[config.mk]
export PLATFORM = sky130hd
export DESIGN_NAME = disk_track_cache_ctrl
export DESIGN_NICKNAME = d
export VERILOG_FILES = /design/src/rtl/apple2_disk_pkg.sv /design/src/rtl/sd_sector_seq.sv /design/src/rtl/disk_track_cache_ctrl.sv
export SDC_FILE = /design/constraint.sdc
export NUM_CORES = 1
export LEC_CHECK = 0
export ABC_AREA = 1
export BUFFER_PORTS_ARGS = -buffer_cell sky130_fd_sc_hd__buf_4
export CORE_MARGIN = 5
export CORE_UTILIZATION = 40
export CTS_BUF_LIST = sky130_fd_sc_hd__clkbuf_4
export DETAILED_ROUTE_END_ITERATION = 10
export GPL_TIMING_DRIVEN = 0
export PLACE_DENSITY_LB_ADDON = 0.12
export SYNTH_ARGS = -nofsm -noshare
export SYNTH_HDL_FRONTEND = slang
export SYNTH_SLANG_ARGS = --single-unit
[constraint.sdc]
create_clock -name clk_sys -period 4.45 [get_ports clk_sys]
set_input_delay 0 -clock clk_sys [delete_from_list [all_inputs] [get_ports clk_sys]]
set_output_delay 0 -clock clk_sys [all_outputs]
set_load 0.05 [all_outputs]
[src/rtl/apple2_disk_pkg.sv]
// Shared types and helpers for the multi-drive Disk II track cache.
package apple2_disk_pkg;

    typedef enum logic [1:0] {IDLE, FLUSH, LOAD} state_t;

    localparam int SECTOR_BYTES = 512;

    // First SD sector of a track: tracks are stored back to back in the image.
    function automatic logic [31:0] trk2lba(input logic [31:0] trk, input logic [31:0] secs);
        return trk * secs;
    endfunction

endpackage

[src/rtl/sd_sector_seq.sv]
// Sector-by-sector hps_io handshake shared by track flush and track load:
// edge-detects ack, advances the LBA on each rise and the sector index on each fall.
module sd_sector_seq
    import apple2_disk_pkg::*;
#(
    parameter int SECS_PER_TRACK = 13,
    parameter int LBA_W          = 32,
    parameter int SEC_W          = 4
)(
    input  logic             clk,
    input  logic             rst_n,
    input  logic             start,
    input  logic             start_wr,
    input  logic [LBA_W-1:0] start_lba,
    input  logic             ack,
    input  logic             abort,
    output logic             rd,
    output logic             wr,
    output logic [LBA_W-1:0] lba,
    output logic [SEC_W-1:0] sec,
    output logic             fall,
    output logic             done
);

    logic old_ack;
    logic active;
    logic stop;
    logic req;
    logic ack_rise;
    logic ack_fall;

    assign req      = rd | wr;
    assign ack_rise = ack & ~old_ack & active;
    assign ack_fall = ~ack & old_ack & active;

    always_ff @(posedge clk or negedge rst_n) begin
        if (!rst_n) begin
            old_ack <= 1'b0;
            active  <= 1'b0;
            stop    <= 1'b0;
            rd      <= 1'b0;
            wr      <= 1'b0;
            lba     <= '0;
            sec     <= '0;
            fall    <= 1'b0;
            done    <= 1'b0;
        end else begin
            old_ack <= ack;
            fall    <= 1'b0;
            done    <= 1'b0;
            if (start) begin
                active <= 1'b1;
                stop   <= 1'b0;
                rd     <= ~start_wr;
                wr     <= start_wr;
                lba    <= start_lba;
                sec    <= '0;
            end else begin
                // A remount lets the sector in flight finish, then ends the transfer.
                if (abort)
                    stop <= 1'b1;
                if (ack_rise && req) begin
                    lba <= lba + LBA_W'(1);
                    if (sec == SEC_W'(SECS_PER_TRACK - 1) || stop || abort) begin
                        rd <= 1'b0;
                        wr <= 1'b0;
                    end
                end
                if (ack_fall) begin
                    fall <= 1'b1;
                    if (req) begin
                        sec <= sec + SEC_W'(1);
                    end else begin
                        done   <= 1'b1;
                        active <= 1'b0;
                    end
                end
            end
        end
    end

endmodule

[src/rtl/disk_track_cache_ctrl.sv]
// Multi-drive Disk II track cache: loads whole tracks from the SD image into
// track RAM and writes dirty tracks back before they are replaced.
module disk_track_cache_ctrl
    import apple2_disk_pkg::*;
#(
    parameter int NUM_DRIVES     = 2,
    parameter int SECS_PER_TRACK = 13,
    parameter int TRACK_W        = 6,
    parameter int LBA_W          = 32,
    parameter bit WAIT_FULL      = 1'b0,
    localparam int DRV_W = (NUM_DRIVES > 1) ? $clog2(NUM_DRIVES) : 1,
    localparam int SEC_W = (SECS_PER_TRACK > 1) ? $clog2(SECS_PER_TRACK) : 1
)(
    input  logic                          clk_sys,
    input  logic                          reset_n,
    input  logic [DRV_W-1:0]              drive_sel,
    input  logic [TRACK_W*NUM_DRIVES-1:0] track,
    input  logic [NUM_DRIVES-1:0]         track_dirty,
    input  logic [NUM_DRIVES-1:0]         img_mounted,
    input  logic [NUM_DRIVES-1:0]         img_present,
    input  logic [NUM_DRIVES-1:0]         img_readonly,
    output logic [LBA_W-1:0]              sd_lba,
    output logic [NUM_DRIVES-1:0]         sd_rd,
    output logic [NUM_DRIVES-1:0]         sd_wr,
    input  logic [NUM_DRIVES-1:0]         sd_ack,
    output logic [DRV_W-1:0]              xfer_drive,
    output logic [SEC_W-1:0]              track_sec,
    output logic                          cpu_wait,
    output logic                          busy
);

    state_t               state;
    logic [TRACK_W-1:0]   cur_track [NUM_DRIVES];
    logic [TRACK_W-1:0]   req_trk   [NUM_DRIVES];
    logic [TRACK_W-1:0]   new_trk;
    logic [NUM_DRIVES-1:0] dirty;
    logic [NUM_DRIVES-1:0] pend;
    logic [NUM_DRIVES-1:0] avail;
    logic [DRV_W-1:0]     pick;
    logic [DRV_W-1:0]     load_drv;
    logic [TRACK_W-1:0]   load_trk;
    logic                 load;
    logic                 start;
    logic                 start_wr;
    logic [LBA_W-1:0]     start_lba;
    logic                 seq_rd;
    logic                 seq_wr;
    logic                 seq_fall;
    logic                 seq_done;

    always_comb begin
        for (int d = 0; d < NUM_DRIVES; d++)
            req_trk[d] = track[d*TRACK_W +: TRACK_W];
    end

    // Arbitration: the drive the CPU is looking at first, else the lowest index.
    always_comb begin
        avail = pend & img_present;
        pick  = '0;
        for (int d = NUM_DRIVES - 1; d >= 0; d--)
            if (avail[d])
                pick = DRV_W'(d);
        if (avail[drive_sel])
            pick = drive_sel;
    end

    always_comb begin
        start     = 1'b0;
        start_wr  = 1'b0;
        start_lba = '0;
        load      = 1'b0;
        load_trk  = new_trk;
        load_drv  = xfer_drive;
        if (state == IDLE && avail != '0) begin
            start    = 1'b1;
            load_drv = pick;
            if (dirty[pick] && !img_readonly[pick]) begin
                start_wr  = 1'b1;
                start_lba = LBA_W'(trk2lba(32'(cur_track[pick]), 32'(SECS_PER_TRACK)));
            end else begin
                load     = 1'b1;
                load_trk = req_trk[pick];
            end
        end else if (state == FLUSH && seq_done) begin
            start = 1'b1;
            load  = 1'b1;
        end
        if (load)
            start_lba = LBA_W'(trk2lba(32'(load_trk), 32'(SECS_PER_TRACK)));
    end

    always_ff @(posedge clk_sys or negedge reset_n) begin
        if (!reset_n) begin
            state      <= IDLE;
            xfer_drive <= '0;
            new_trk    <= '0;
            cpu_wait   <= 1'b0;
            dirty      <= '0;
            pend       <= '0;
            for (int d = 0; d < NUM_DRIVES; d++)
                cur_track[d] <= '1;
        end else begin
            for (int d = 0; d < NUM_DRIVES; d++) begin
                if (req_trk[d] != cur_track[d] || img_mounted[d])
                    pend[d] <= 1'b1;
                if (img_mounted[d])
                    dirty[d] <= 1'b0;
                else if (track_dirty[d])
                    dirty[d] <= 1'b1;
            end
            case (state)
                IDLE: if (start) begin
                    xfer_drive <= pick;
                    new_trk    <= req_trk[pick];
                    state      <= load ? LOAD : FLUSH;
                end
                FLUSH: if (seq_done) begin
                    dirty[xfer_drive] <= 1'b0;
                    state             <= LOAD;
                end
                LOAD: begin
                    if (seq_fall && !WAIT_FULL)
                        cpu_wait <= 1'b0;
                    if (seq_done) begin
                        cpu_wait <= 1'b0;
                        state    <= IDLE;
                    end
                end
                default: state <= IDLE;
            endcase
            if (load) begin
                cur_track[load_drv] <= load_trk;
                pend[load_drv]      <= 1'b0;
                cpu_wait            <= (load_drv == drive_sel);
            end
        end
    end

    sd_sector_seq #(
        .SECS_PER_TRACK (SECS_PER_TRACK),
        .LBA_W          (LBA_W),
        .SEC_W          (SEC_W)
    ) u_seq (
        .clk       (clk_sys),
        .rst_n     (reset_n),
        .start     (start),
        .start_wr  (start_wr),
        .start_lba (start_lba),
        .ack       (sd_ack[xfer_drive]),
        .abort     (img_mounted[xfer_drive] && state != IDLE),
        .rd        (seq_rd),
        .wr        (seq_wr),
        .lba       (sd_lba),
        .sec       (track_sec),
        .fall      (seq_fall),
        .done      (seq_done)
    );

    assign sd_rd = seq_rd ? (NUM_DRIVES'(1) << xfer_drive) : '0;
    assign sd_wr = seq_wr ? (NUM_DRIVES'(1) << xfer_drive) : '0;
    assign busy  = (state != IDLE);

endmodule

==> flow_metrics.py, run 1 <==
metrics = {
    "sta": {
        "fin_crit_sh": 0.8315,
        "setup-violations-final": 0,
        "slew_headroom": 0.3752,
        "hold_viol_final": 0,
        "skew_ps": 26.97,
        "min_period_ps": 3700,
        "grt_setup_unrepaired": "false",
        "fmax_mhz": 270.3,
        "slew_violations": 0,
        "tightest_slew_ps": 937.2,
        "fin_setup_tns_ps": 0,
    },
    "drt": {
        "wl_per_cell_microns": 14.49,
        "num_vias": 5375,
        "ant_nets": 0,
        "finalWirelength_microns": 15470,
        "drt_pass1_iterations": 5,
        "drc_errors": 0,
        "via_per_inst": 5.033,
        "drt_iter0_markers": 482,
    },
    "worst_setup_path": {
        "cp-start-kind": "flop",
        "worstReg2RegStart": "state[1]",
        "cp.arrival_ps": 4070,
        "r2r_end": "u_seq.lba[7]",
        "reg2reg_slack_ps": 750,
        "r2r_cells": 15,
        "crit_required_ps": 4820,
        "crit_fanout": 10,
        "crit_path_end_kind": "flop",
        "criticalPathCategory": "flop to flop",
    },
    "finish": {
        "finalNonFillerCells": 1068,
        "drive_above_1_share": 0.1481,
        "regArea_sq_um": 1742,
        "fin_nets": 951,
        "area_growth_pct": 19.27,
        "multi_input_area_sq_um": 3002,
        "fillCellCount": 1394,
    },
    "cts": {
        "cts-root-buf": "clkbuf_4",
        "clock_latency_ps": 460,
        "tritoncts": "built",
        "numCtsBuffers": 9,
        "hold_buffers": 17,
        "cts_setup_buffers": 0,
        "clock_path_buffers": 2,
        "htreeDepth": 3,
        "cts_sinks": 69,
        "clkTransAtPathRegs_ps": 130,
        "ctsResizeCount": 0,
    },
    "pwr": {
        "cellPowerDensity_nw_per_um2": 750.6,
        "clkPwrFrac": 0.088,
        "p_sw_frac": 0.5388,
        "p_leak_nw": 3.305,
        "power_frac_seq": 0.216,
        "p_int_mw": 2.193,
        "power.switching_mw": 2.562,
        "ir_drop_uv": 407.1,
        "comb_power_share": 0.695,
    },
    "logic_synthesis": {
        "synth-xor-area-share": 0.02309,
        "yosysWarnings": 0,
        "synthFlopType": "dfrtp_1",
        "ys_ff_latch": 69,
        "synth-simple-area-share": 0.3656,
        "synth_compound_area_frac": 0.07609,
        "ys_top_cells_by_area": "dfrtp_1, nand2_1, inv_1",
        "yosysTopAreaCellShare": 0.2686,
        "avgSynthCellArea_sq_um": 6.706,
        "synth_fp_nets": 856,
        "synth_largest_area_cell": "dfrtp_1",
        "synthArstFlopShare": 1.000,
        "netlist_instances": 792,
        "synthAdderAreaFrac": 0.1004,
        "synth.cell_area_sq_um": 5311,
        "yosysSeqAreaShare": 0.3279,
        "synth-edff-count": 0,
        "synthDistinctLibCells": 37,
        "muxShareOfSynthArea": 0,
        "synth_top_family_by_area": "simple AND/OR/NAND/NOR gates",
    },
    "run": {
        "maxCapViolCount": 0,
    },
    "floorplanning": {
        "rows": 42,
        "start_util": 0.4043,
        "die-height_microns": 125.2,
        "dieWidth_microns": 125.2,
        "core_sq_um": 13140,
        "ioPinCount": 68,
        "dieArea_sq_um": 15680,
    },
    "hold_path": {
        "min-delay-start": "track[2]",
        "hold_end": "new_trk[2]",
        "hp-class": "input pin to flop",
        "min_path_cells": 5,
    },
    "status": {
        "status": "complete, no violations",
    },
    "grt": {
        "antenna_found_initial": 1,
        "grt_max_degree": 70,
        "grt_pass1_vias": 5254,
        "gr-total-overflow": 0,
        "grt_pass1_wl_microns": 25940,
        "track_usage": 0.2037,
    },
    "placed_design": {
        "placedCellCount": 1035,
        "port_buffers": 67,
        "place.gp.congestion": 0.9192,
        "hpwl_microns": 12020,
    },
}
==> cell usage in the layout (no fill, tap or decap), types with 8 or more instances in the layout <==
cell | netlist | final
nand4_1 | 22 | 22
dfrtp_1 | 57 | 57
inv_2 | 8 | 8
nand2_1 | 256 | 256
o21ai_1 | 9 | 9
inv_1 | 116 | 116
xor2_1 | 8 | 8
buf_4 | 1 | 68
buf_2 | 8 | 8
nor3_1 | 8 | 8
a21oi_1 | 13 | 13
dfstp_2 | 12 | 12
nand3_1 | 61 | 61
ha_1 | 33 | 33
nor2_1 | 89 | 89
clkbuf_4 | 0 | 10
dlygate4sd3_1 | 0 | 17
o21ai_0 | 44 | 44
==> cells in the mapped netlist (2+ instances only) <==
master and instances:
buf_6 4, nor2_2 3, xnor2_1 6, nand2_4 2, fa_1 6, dfrtp_1 57, nor3b_1 2, o22ai_1 4
nand3_2 2, xor2_1 8, inv_1 116, nor3_1 8, nand4_1 22, o21ai_0 44, nor2_1 89, dfstp_2 12
nand2_2 5, o21ai_1 9, ha_1 33, a21oi_1 13, inv_2 8, buf_2 8, nand2_1 256, nand3b_1 2
nand3_1 61
==> sequential cells by signal (all words and copies together) (netlist names) <==
name	cells
u_seq.lba	32
cur_track	12
new_trk	6
u_seq.sec	4
dirty	2
pend	2
state	2
cpu_wait	1
u_seq.active	1
u_seq.done	1
u_seq.fall	1
u_seq.old_ack	1
u_seq.rd	1
u_seq.stop	1
u_seq.wr	1
xfer_drive	1
==> cells by family (layout without fill, tap and decap cells) <==
kind of cell / after synthesis / count (layout)
adder cells (fa/ha/maj): 39 / 39
XOR/XNOR: 14 / 14
other: 0 / 1
buffers and inverters: 139 / 238
AO/OA/AOI/OAI: 75 / 75
flip-flops: 69 / 69
AND/OR/NAND/NOR: 456 / 456
==> worst max-delay path, cell delays in order, from the launching register on <==
cell	delay, ps
dfrtp_1	400
inv_1	100
nand2_1	150
a21oi_4	270
nand3_4	200
o21ai_1	520
ha_1	350
fa_1	520
fa_1	510
nand3_1	110
nand3_1	80
xor2_1	150
nand2_1	80
nand3_1	80
nand2_1	70
inv_1	30
==> how the worst max path moves through the flow <==
stage,start,endpoint,cells after the start
2_1_floorplan,state[1],u_seq.lba[7],18
3_3_place_gp,state[1],u_seq.lba[7],15
3_5_place_dp,state[1],u_seq.lba[7],15
4_1_cts,state[1],u_seq.lba[7],15
5_1_grt,state[1],u_seq.lba[6],16
6_report,state[1],u_seq.lba[7],15
==> metal layers <==
layer  up-vias  track usage  part of all wire
met5         -            0                 0
li1       2684            -                 -
met3        23      0.04051             0.048
met4         0      0.06633             0.018
met1      2526       0.2870              0.48
met2       142       0.3151              0.45
==> through the flow <==
step	power [mW]	area [sq um]	util	hold WS, ps	setup WS [ps]
finish	4.755	6335	0.4822	19.12	750.0
global route	5.297	6335	0.4822	4.381	542.1
CTS	4.771	6332	0.4820	6.528	807.1
detailed placement	4.320	6035	0.4593	196.8	843.1
global placement	4.222	6035	0.4593	190.4	828.0
floorplan	3.468	5311	-	-295.6	969.7
==> final cells by class <==
type                    count  share of cell area
clock inverters             5            0.008295
multi-input cells         584              0.4738
clock buffers              10             0.01185
inverters                 125             0.07446
plain buffers              14             0.01521
flip-flops and latches     69              0.2749
well taps                 176             0.03476
diodes                      1           0.0003950
repair buffers             84              0.1063
==> power groups by stage <==
| stage | Sequential [mW] | Combinational, mW | Clock, mW |
|---|---|---|---|
| after detailed placement | 1.04 | 3.28 | 0 |
| final | 1.03 | 3.31 | 0.421 |
| after CTS | 1.03 | 3.31 | 0.430 |
| after floorplan | 1.20 | 2.27 | 0 |
| after global routing | 1.06 | 3.77 | 0.468 |
| after global placement | 1.03 | 3.19 | 0 |
No activity file was read; power rests on OpenSTA's default activity.
==> inputs of run 2 (changes only) <==
--- a/config.mk
+++ b/config.mk
@@ -5,7 +5,7 @@
 export SDC_FILE = /design/constraint.sdc
 export NUM_CORES = 1
 export LEC_CHECK = 0
-export ABC_AREA = 1
+export ABC_AREA = 0
 export BUFFER_PORTS_ARGS = -buffer_cell sky130_fd_sc_hd__buf_4
 export CORE_MARGIN = 5
 export CORE_UTILIZATION = 40
==> constraint.sdc (replaced) <==
create_clock -name clk_sys -period 3.8 [get_ports clk_sys]
set_input_delay 0 -clock clk_sys [delete_from_list [all_inputs] [get_ports clk_sys]]
set_output_delay 0 -clock clk_sys [all_outputs]
set_load 0.05 [all_outputs]
==> run 2 against run 1 <==
  * The flow now finishes with violations (setup timing)
  * Area after synthesis is 14% lower
  * Via count is 29% lower
  * Clock power is 2% lower
  * Routed wire length is 22% lower
  * Register-to-register slack worse by 850 ps
  * Cell area is 4.3% lower
  * Die area is 13% lower
  * Critical path type unchanged
  * Largest cell class unchanged
==> flow_metrics.py, run 2 <==
metrics = {
    "status": {
        "status": "finished, violations left",
        "failed_checks": "setup timing",
    },
    "pwr": {
        "p_int_mw": 3.162,
        "clkPwrFrac": 0.068,
        "power.switching_mw": 2.886,
        "cellPowerDensity_nw_per_um2": 998.0,
        "p_leak_nw": 2.740,
        "p_sw_frac": 0.4772,
        "ir_drop_uv": 1430,
        "comb_power_share": 0.734,
        "power_mw": 6.047,
        "power_frac_seq": 0.198,
    },
    "sta": {
        "slew_headroom": 0.3874,
        "fin_crit_sh": 1.027,
        "grt_setup_unrepaired": "true",
        "min_period_ps": 3903,
        "fin_ws_ps": -102.6,
        "slew_violations": 0,
        "setup-violations-final": 2,
        "fmax_mhz": 256.2,
        "fin_setup_tns_ps": -174.0,
        "tightest_slew_ps": 918.9,
        "hold_viol_final": 0,
        "skew_ps": 27.49,
    },
    "worst_setup_path": {
        "cp-start-kind": "flop",
        "cp.arrival_ps": 4260,
        "critPathMaxStageDelay_ps": 410,
        "crit_chain": "and3b_2 -> nor4b_4 -> nor3_4 -> buf_6 -> buf_4 -> a21oi_4 -> buf_4 -> ha_4 -> ha_4 -> ha_2 -> fa_2 -> a21o_1 -> a311o_1 -> a21oi_2 -> xor2_1 -> o22ai_1 -> a21o_1",
        "reg2reg_slack_ps": -100,
        "crit_path_end_kind": "flop",
        "criticalPathCategory": "flop to flop",
        "r2r_cells": 17,
        "crit_required_ps": 4160,
        "crit_fanout": 6,
        "cpMaxStageDelayCell": "dfrtp_1",
    },
    "finish": {
        "layout_commonest_cell": "buf_4",
        "drive_above_1_share": 0.3238,
        "layout_common_cells": "buf_4, dfrtp_1, nor2_1, inv_1, xor2_1",
        "fin_nets": 655,
        "largest_reg_flops": 32,
        "reg_top3": "u_seq.lba: 32 flops, cur_track: 12 flops, new_trk: 6 flops",
        "area_growth_pct": 32.39,
        "finalNonFillerCells": 739,
        "regMostFlops": "u_seq.lba",
        "antenna_cells": 0,
    },
    "floorplanning": {
        "rows": 39,
        "start_util": 0.4043,
        "die-height_microns": 117.0,
        "ioPinCount": 68,
        "core_sq_um": 11320,
        "dieWidth_microns": 117.0,
        "dieArea_sq_um": 13680,
    },
    "logic_synthesis": {
        "netlist_instances": 464,
        "ys_top_cells_by_area": "dfrtp_1, ha_1, dfstp_2",
        "synth_fp_nets": 528,
        "synth.cell_area_sq_um": 4577,
        "synth.top_cells.by_count": "dfrtp_1, nor2_1, ha_1, inv_1",
        "synthDistinctLibCells": 62,
        "yosysWarnings": 0,
        "synth_largest_area_cell": "dfrtp_1",
        "synthArstFlopShare": 1.000,
        "yosysSeqAreaShare": 0.3805,
        "synthFlopType": "dfrtp_1",
        "synth-edff-count": 0,
        "ys_ff_latch": 69,
        "synth_most_common_cell": "dfrtp_1",
        "avgSynthCellArea_sq_um": 9.864,
        "yosysTopAreaCellShare": 0.3116,
    },
    "grt": {
        "antenna_found_initial": 0,
        "grt_max_degree": 70,
        "gr-total-overflow": 0,
        "met3_usage": 0.03393,
        "grt.busiest_layer": "met2",
        "grt_pass1_vias": 3846,
        "grt_pass1_wl_microns": 19690,
        "gr-usage-met2": 0.3182,
        "met1_usage": 0.2384,
        "track_usage": 0.1852,
    },
    "drt": {
        "drc_errors": 0,
        "ant_nets": 0,
        "via_per_inst": 5.133,
        "drt_pass1_iterations": 4,
        "finalWirelength_microns": 12030,
        "num_vias": 3793,
        "drt_iter0_markers": 211,
        "wl_per_cell_microns": 16.28,
    },
    "placed_design": {
        "port_buffers": 67,
        "hpwl_microns": 8477,
        "place.gp.congestion": 0.8226,
        "placedCellCount": 674,
    },
    "cts": {
        "cts_sinks": 69,
        "clock_path_buffers": 2,
        "clock_latency_ps": 450,
        "cts-root-buf": "clkbuf_4",
        "htreeDepth": 3,
        "clkTransAtPathRegs_ps": 140,
        "numCtsBuffers": 9,
        "tritoncts": "built",
    },
    "hold_path": {
        "hp-class": "input pin to flop",
        "min_path_cells": 3,
    },
    "run": {
        "maxCapViolCount": 0,
    },
}
==> run 2: changes by cell type in the layout (fill, tap and decap cells not counted), moves of 22 or more <==
| cell | previous run | this run |
|---|---|---|
| nand2_1 | 256 | 29 |
| inv_1 | 116 | 30 |
| nand3_1 | 61 | 16 |
| nor2_1 | 89 | 47 |
| o21ai_0 | 44 | 15 |
| buf_4 | 68 | 90 |
| xor2_1 | 8 | 30 |
==> run 2: logic make-up (layout without fill, tap and decap cells) <==
group / count (synthesis) / after routing / synth area share
AO/OA/AOI/OAI: 71 / 71 / 0.1039
XOR/XNOR: 54 / 54 / 0.1033
adder cells (fa/ha/maj): 39 / 39 / 0.1165
buffers and inverters: 44 / 176 / 0.03991
flip-flops: 69 / 69 / 0.3805
multiplexers: 30 / 30 / 0.07108
AND/OR/NAND/NOR: 157 / 157 / 0.1848
==> run 2: worst paths after layout <==
kind | start | end
worst max-delay path | pend[0] | u_seq.lba[9]
worst min-delay path | img_present[1] | xfer_drive
worst min register to register | new_trk[5] | new_trk[5]
min in group asynchronous | reset_n | u_seq.lba[16]
max in group asynchronous | reset_n | new_trk[5]
worst max register to register | pend[0] | u_seq.lba[9]
==> run 2: metal layers <==
metal	part of all wire	up-vias
li1	-	1856
met1	0.44	1863
met2	0.51	62
met3	0.035	12
met4	0.013	0
met5	0	-
==> run 2: per-stage QoR <==
step	hold WS, ps	worst slack [ps]	utilization	instance area (sq um)
floorplan	-295.6	-113.2	-	4598
global placement	190.5	-523.3	0.4664	5280
detailed placement	189.8	-520.7	0.4664	5280
CTS	67.52	-384.8	0.5237	5928
global route	61.80	-294.2	0.5353	6060
finish	70.96	-102.6	0.5353	6060
==> run 2: final cells by class <==
type / count / area [sq um]
clock buffers: 9 / 67.56
multi-input cells: 351 / 2885
plain buffers: 11 / 70.07
inverters: 32 / 120.1
clock inverters: 7 / 42.54
flip-flops and latches: 69 / 1742
fillers: 1040 / 5261
repair buffers: 117 / 953.4
well taps: 143 / 178.9
==> run 2: worst max-delay path, delay by kind of cell (launching register included) <==
kind,cells,cell delay (ps)
compound gates,6,1070
fa+ha+maj,4,990
buf+inv,3,440
flops,1,410
simple gates,3,700
xor+xnor,1,210
==> run 2: timing repair <==
item | 4_1_cts | 5_1_grt
hold buffers | 24 | 0
hold endpoints to repair | 71 | 0
gates resized for setup | 22 | 25
endpoints found under the setup margin | 4 | 5
setup buffers | 23 | 5
pin swaps | 22 | 20
==> run 2: power by group through the flow <==
stage	Combinational [mW]	Sequential, mW	Clock, mW
after floorplan	2.42	1.37	0
after global placement	3.43	1.20	0
after detailed placement	3.52	1.21	0
after CTS	4.25	1.19	0.433
after global routing	4.89	1.23	0.465
final	4.44	1.20	0.413
